$ cat config.mk
export PLATFORM = sky130hd
export DESIGN_NAME = param_updown_counter
export DESIGN_NICKNAME = d
export VERILOG_FILES = /design/src/rtl/pudc_pkg.sv /design/src/rtl/pudc_next_val.sv /design/src/rtl/param_updown_counter.sv
export SDC_FILE = /design/constraint.sdc
export NUM_CORES = 1
export LEC_CHECK = 0
export ABC_AREA = 1
export CAP_MARGIN = 10
export CORE_UTILIZATION = 51
export DETAILED_ROUTE_END_ITERATION = 7
export PLACE_DENSITY_LB_ADDON = 0.25
export SYNTH_ARGS = -nofsm -noshare
export SYNTH_HDL_FRONTEND = slang
export SYNTH_SLANG_ARGS = --single-unit
$ cat constraint.sdc
create_clock -name clk -period 2.8 [get_ports clk]
set_input_delay 0.7 -clock clk [delete_from_list [all_inputs] [get_ports clk]]
set_output_delay 0.7 -clock clk [all_outputs]
set_load 0.01 [all_outputs]
$ cat src/rtl/pudc_pkg.sv
// ---------------------------------------------------------------------------
// pudc_pkg -- shared definitions for the param_updown_counter family.
//
// Contents:
//   DIR_UP / DIR_DOWN : encodings of the dir input.
//   clamp()           : saturating min used to bound load values to MAX_VAL.
//   params_legal()    : parameter legality predicate, evaluated at elaboration
//                       by the top (WIDTH>=2, MAX_VAL fits WIDTH, RST_VAL<=MAX_VAL).
// ---------------------------------------------------------------------------
package pudc_pkg;

    localparam logic DIR_UP   = 1'b1;
    localparam logic DIR_DOWN = 1'b0;

    // 64-bit arithmetic so the helper serves any counter width up to 64.
    function automatic longint unsigned clamp(input longint unsigned value,
                                              input longint unsigned max_val);
        return (value > max_val) ? max_val : value;
    endfunction

    function automatic bit params_legal(input int unsigned      width,
                                        input longint unsigned max_val,
                                        input longint unsigned rst_val);
        longint unsigned top;
        top = (width >= 64) ? '1 : ((64'd1 << width) - 64'd1);
        return (width >= 2) && (width <= 64) && (max_val <= top) && (rst_val <= max_val);
    endfunction

endpackage

$ cat src/rtl/pudc_next_val.sv
// ---------------------------------------------------------------------------
// pudc_next_val -- combinational next-count and boundary detection.
//
// Optional feature macro: PUDC_SATURATE_EN
//   undefined : a step at the boundary wraps (MAX_VAL->0 up, 0->MAX_VAL down).
//   defined   : a step at the boundary is blocked and the count holds.
//   In both builds boundary_hit marks an enabled step taken at the boundary.
//
// Ports:
//   count        in  WIDTH  current registered count
//   dir          in  1      1 = up, 0 = down
//   en           in  1      count enable
//   ld           in  1      synchronous load request
//   ld_value     in  WIDTH  load value (clamped to MAX_VAL)
//   clr          in  1      synchronous clear to RST_VAL
//   next_count   out WIDTH  value for the count register
//   boundary_hit out 1      enabled step attempted at the boundary
// Priority: clr > ld > en > hold.
// ---------------------------------------------------------------------------
module pudc_next_val
    import pudc_pkg::*;
#(
    parameter int unsigned     WIDTH   = 8,
    parameter longint unsigned MAX_VAL = (64'd1 << WIDTH) - 64'd1,
    parameter longint unsigned RST_VAL = 0
) (
    input  logic [WIDTH-1:0] count,
    input  logic             dir,
    input  logic             en,
    input  logic             ld,
    input  logic [WIDTH-1:0] ld_value,
    input  logic             clr,
    output logic [WIDTH-1:0] next_count,
    output logic             boundary_hit
);

    localparam logic [WIDTH-1:0] MAX_W = MAX_VAL[WIDTH-1:0];
    localparam logic [WIDTH-1:0] RST_W = RST_VAL[WIDTH-1:0];

    logic             at_edge;
    logic [WIDTH-1:0] ld_clamped;

    // The boundary compare is made before the step, so the arithmetic never
    // leaves the 0..MAX_VAL range even for non-power-of-two moduli.
    assign at_edge    = (dir == DIR_UP) ? (count == MAX_W) : (count == '0);
    assign ld_clamped = WIDTH'(clamp(64'(ld_value), MAX_VAL));

    always_comb begin
        next_count   = count;
        boundary_hit = 1'b0;
        if (clr) begin
            next_count = RST_W;
        end else if (ld) begin
            next_count = ld_clamped;
        end else if (en) begin
            boundary_hit = at_edge;
            if (at_edge) begin
`ifdef PUDC_SATURATE_EN
                next_count = count;
`else
                next_count = (dir == DIR_UP) ? '0 : MAX_W;
`endif
            end else begin
                next_count = (dir == DIR_UP) ? (count + 1'b1) : (count - 1'b1);
            end
        end
    end

endmodule

$ cat src/rtl/param_updown_counter.sv
// ---------------------------------------------------------------------------
// param_updown_counter -- parametrised up/down counter, range 0..MAX_VAL.
//
// Optional feature macro: PUDC_SATURATE_EN (saturate instead of wrap; the
// wrap output then pulses for each enabled step blocked at a boundary).
//
// Ports:
//   clk       in  1      rising-edge clock
//   rst       in  1      asynchronous reset, active-low
//   clr       in  1      synchronous clear to RST_VAL (highest sync priority)
//   ld        in  1      synchronous load of ld_value
//   ld_value  in  WIDTH  load value, clamped to MAX_VAL
//   en        in  1      count enable
//   dir       in  1      1 = up, 0 = down
//   count     out WIDTH  registered count
//   tc        out 1      combinational terminal count for cascading
//   wrap      out 1      registered one-cycle pulse after a wrap (or blocked) step
// ---------------------------------------------------------------------------
module param_updown_counter
    import pudc_pkg::*;
#(
    parameter int unsigned     WIDTH   = 8,
    parameter longint unsigned MAX_VAL = (64'd1 << WIDTH) - 64'd1,
    parameter longint unsigned RST_VAL = 0
) (
    input  logic             clk,
    input  logic             rst,
    input  logic             clr,
    input  logic             ld,
    input  logic [WIDTH-1:0] ld_value,
    input  logic             en,
    input  logic             dir,
    output logic [WIDTH-1:0] count,
    output logic             tc,
    output logic             wrap
);

    localparam logic [WIDTH-1:0] MAX_W = MAX_VAL[WIDTH-1:0];
    localparam logic [WIDTH-1:0] RST_W = RST_VAL[WIDTH-1:0];

    if (!params_legal(WIDTH, MAX_VAL, RST_VAL)) begin : g_param_check
        $error("param_updown_counter: illegal WIDTH/MAX_VAL/RST_VAL combination");
    end

    logic [WIDTH-1:0] count_q, count_d;
    logic             wrap_q, wrap_d;
    logic [WIDTH-1:0] next_count;
    logic             boundary_hit;

    pudc_next_val #(
        .WIDTH   (WIDTH),
        .MAX_VAL (MAX_VAL),
        .RST_VAL (RST_VAL)
    ) u_next_val (
        .count        (count_q),
        .dir          (dir),
        .en           (en),
        .ld           (ld),
        .ld_value     (ld_value),
        .clr          (clr),
        .next_count   (next_count),
        .boundary_hit (boundary_hit)
    );

    always_comb begin
        count_d = next_count;
        wrap_d  = boundary_hit;
    end

    always_ff @(posedge clk or negedge rst) begin
        if (!rst) begin
            count_q <= RST_W;
            wrap_q  <= 1'b0;
        end else begin
            count_q <= count_d;
            wrap_q  <= wrap_d;
        end
    end

    // tc tracks the live dir so a cascade sees the boundary it is heading to.
    assign tc    = ((dir == DIR_UP)   && (count_q == MAX_W)) ||
                   ((dir == DIR_DOWN) && (count_q == '0));
    assign count = count_q;
    assign wrap  = wrap_q;

endmodule

==> results.md <==
- Worst setup SP type: input port
- Root Buffer: clkbuf_4
- Cell taking the most area after synthesis: dfrtp_1
- Worst path slowest cell: clkdlybuf4s50_1
- Maximum VDD drop: 0.308 mV
- #FFs+latches synth: 9
- Buffers plus inverters on the worst setup path: 3
- Critical Path RT: 2.10 ns
- HP Start: count[4]$_DFFE_PN0P_
- Resize count post-CTS: 2
- DRT Pass-1 Iters: 6
- Most common cell after layout, fill and taps aside: nand2_1
- Setup violators final: 0
- Hold depth: 2
- Initial Utilization: 0.574
- WP depth: 7
- Final Instance Area: roughly 1200 um2
- Largest net degree at the start of global routing: 12
- Dpl cell area: about 1200 um2
- Fin nets: between 150 and 200
- Port-buffer cells: 23
- Pwr Density: 438 nW/um2
- Critical path's top delay family: buffers and inverters
- Crit-path max FO: 3
- Synthesized Nets: approximately 170
- Grt ovf: 0
- Slew Limit Fails: 0
- Fmax: ~0.38 GHz
- Routed Antenna Nets: 0
- Crit share post-route: 0.948
- Die area: between 1500 and 2000 um2
- R2R Setup Slk: roughly 0.99 ns
- Gpl congestion: between 0.8 and 0.9
- Wire length on met2: approximately 1300 um
- Final wirelength: 2490 um
- DP Wirelength: around 2000 um
- Max_slew headroom: 0.701
- Number of CTS-inserted buffers: 3
- Vias in the first global route: ~1.0k
- Io pins: 24
- Die width: about 44 um
- DR iter-0 viols: 40
- FF-to-FF End: count[4]$_DFFE_PN0P_
- Ys Warns: 0
- R2R depth: 11
- Commonest cells after routing, fill and taps aside: 57 x nand2_1, 22 x clkdlybuf4s50_1, 15 x inv_1, 15 x nor2_1, 9 x dfrtp_1
- Clock Pin Slew Worst Setup and Hold Paths: 0.06 ns
- Status: finished, final reports clean
- # rows: 14
- Dominant cells by area after synthesis: dfrtp_1 25%, nand2_1 24%, ha_1 8.3%
- Vias after detailed routing: approximately 1.0k
- Hold WS: 0.579 ns
- RSZ-0062 raised after global routing: false
- Core footprint: roughly 1600 um2
- DRC errors left: 0
- Synth Cell Area: a little over 900 um2
- Critical setup path kind: input port to output port
- CP Capture Type: output port
- Vias/cell: 5.43
- Hold path endpoint: count[4]$_DFFE_PN0P_
- Post-Synthesis Cells: about 140
- CP max stage delay: approximately 0.52 ns
- Met3 wire length: around 170 um
- H-Tree Depth: 1
- Die Ht: 44.1 um
- Postcts setup bufs: 0
- Avg WL per Cell: 13.1 um
- Placed cell count: approximately 190
- Syn Area/Cell: about 6.3 um2
- Worst EP arrival: between 1.5 and 2 ns
- Ant. Diodes: 0
- Gr usage total: 0.290
- Worst reg2reg startpoint: count[0]$_DFFE_PN0P_
- Unique masters post-synth: 22
- Max-cap viol count: 0
- Crit-path cells: clkdlybuf4s50_1 > nor2_2 > nand3_2 > nor2_4 > nor2_1 > inv_1 > dlygate4sd2_1
- Slew at the pin with the worst max-slew slack: 0.446 ns
- First-pass GRT wire length: between 4000 and 5000 um
- Wl on met1: 971 um
- Area Overhead vs Synth: 33.6%
- Hold Path Class: flip-flop to flip-flop
- Share of cells above drive strength 1: 0.132
- Fin. Hold Viols: 0
- Hold bufs inserted after CTS: 0
- Top sig layer: met4
- Skew-Pair Late Insertion Delay: between 0.2 and 0.3 ns
- Initial antenna violation count: 0
- Sequential-to-total area share from yosys stat: 0.249
- Min cycle time layout: roughly 2.7 ns
- Post-Layout Cell Count: 190
- Number of clock sinks: 9
- Fin Clk Skew: ~0.014 ns
- CTS tree: yes
- Synth top area share: 0.249
- Fillers: 121
- Leak Pwr: around 0.00065 uW
- Post-layout util: 0.767
- Fin Setup TNS: 0 ns
- Clk buf depth: 2
==> layer usage <==
| metal | global-route usage | vias to the layer above |
|---|---|---|
| li1 | - | 508 |
| met1 | 0.330 | 459 |
| met2 | 0.526 | 55 |
| met3 | 0.0367 | 9 |
| met4 | 0.145 | 0 |
| met5 | 0 | - |
==> stage by stage <==
stage	setup WS (ns)	power, uW
2_1_floorplan	0.888	321
3_3_place_gp	-0.0275	410
3_5_place_dp	-0.110	421
4_1_cts	0.145	527
5_1_grt	0.0943	567
6_report	0.145	529
==> cell usage after synthesis <==
cell type / number
a21oi_1: 4
nor3_4: 1
buf_2: 1
fa_1: 1
inv_2: 7
nand3b_1: 2
nand2_1: 57
xor2_1: 2
nor2_4: 3
o21ai_2: 1
nand2_2: 1
o21ai_1: 4
xnor2_1: 1
inv_1: 15
ha_1: 6
nor2_1: 16
or2_1: 2
o22ai_1: 2
nor4_1: 1
dfrtp_1: 9
nand3_1: 7
nand3_2: 1
==> power by group <==
group | switching, uW | leakage (uW) | internal (uW)
sequential | 22.7 | 0.000117 | 144
clock | 54.3 | 0.0000177 | 52.9
combinational | 139 | 0.000518 | 116
==> worst max-delay path by stage <==
stage,startpoint,slack (ns),endpoint
floorplan,dir,0.89,tc
global placement,dir,-0.03,tc
detailed placement,dir,-0.11,tc
CTS,dir,0.15,tc
global route,dir,0.09,tc
finish,dir,0.14,tc
==> registers in the layout (all words and copies together), names as in the netlist <==
signal and cells:
wrap 1, count 8
==> logic make-up (layout without fill, tap and decap cells) <==
| kind of cell | count (synthesis) | count (layout) | synth area share |
|---|---|---|---|
| buf+inv | 23 | 53 | 0.0968 |
| xor+xnor | 3 | 3 | 0.0291 |
| fa+ha+maj | 7 | 7 | 0.105 |
| flops | 9 | 9 | 0.249 |
| compound gates | 11 | 11 | 0.0678 |
| simple gates | 91 | 91 | 0.452 |
==> tightest hold or removal path: stages (launching register included) <==
cell and delay, ns:
dfrtp_1 0.42, nand2_1 0.07, nand2_1 0.06
==> cell type report <==
cell class              instances  area (um2)  area share
clock inverters                 1        5.00     0.00414
multi-input cells             112         594       0.492
inverters                      22        82.6      0.0683
well taps                      16        20.0      0.0166
clock buffers                   3        22.5      0.0186
flip-flops and latches          9         225       0.186
repair buffers                 27         259       0.214
(Power assumes the default switching activity.)
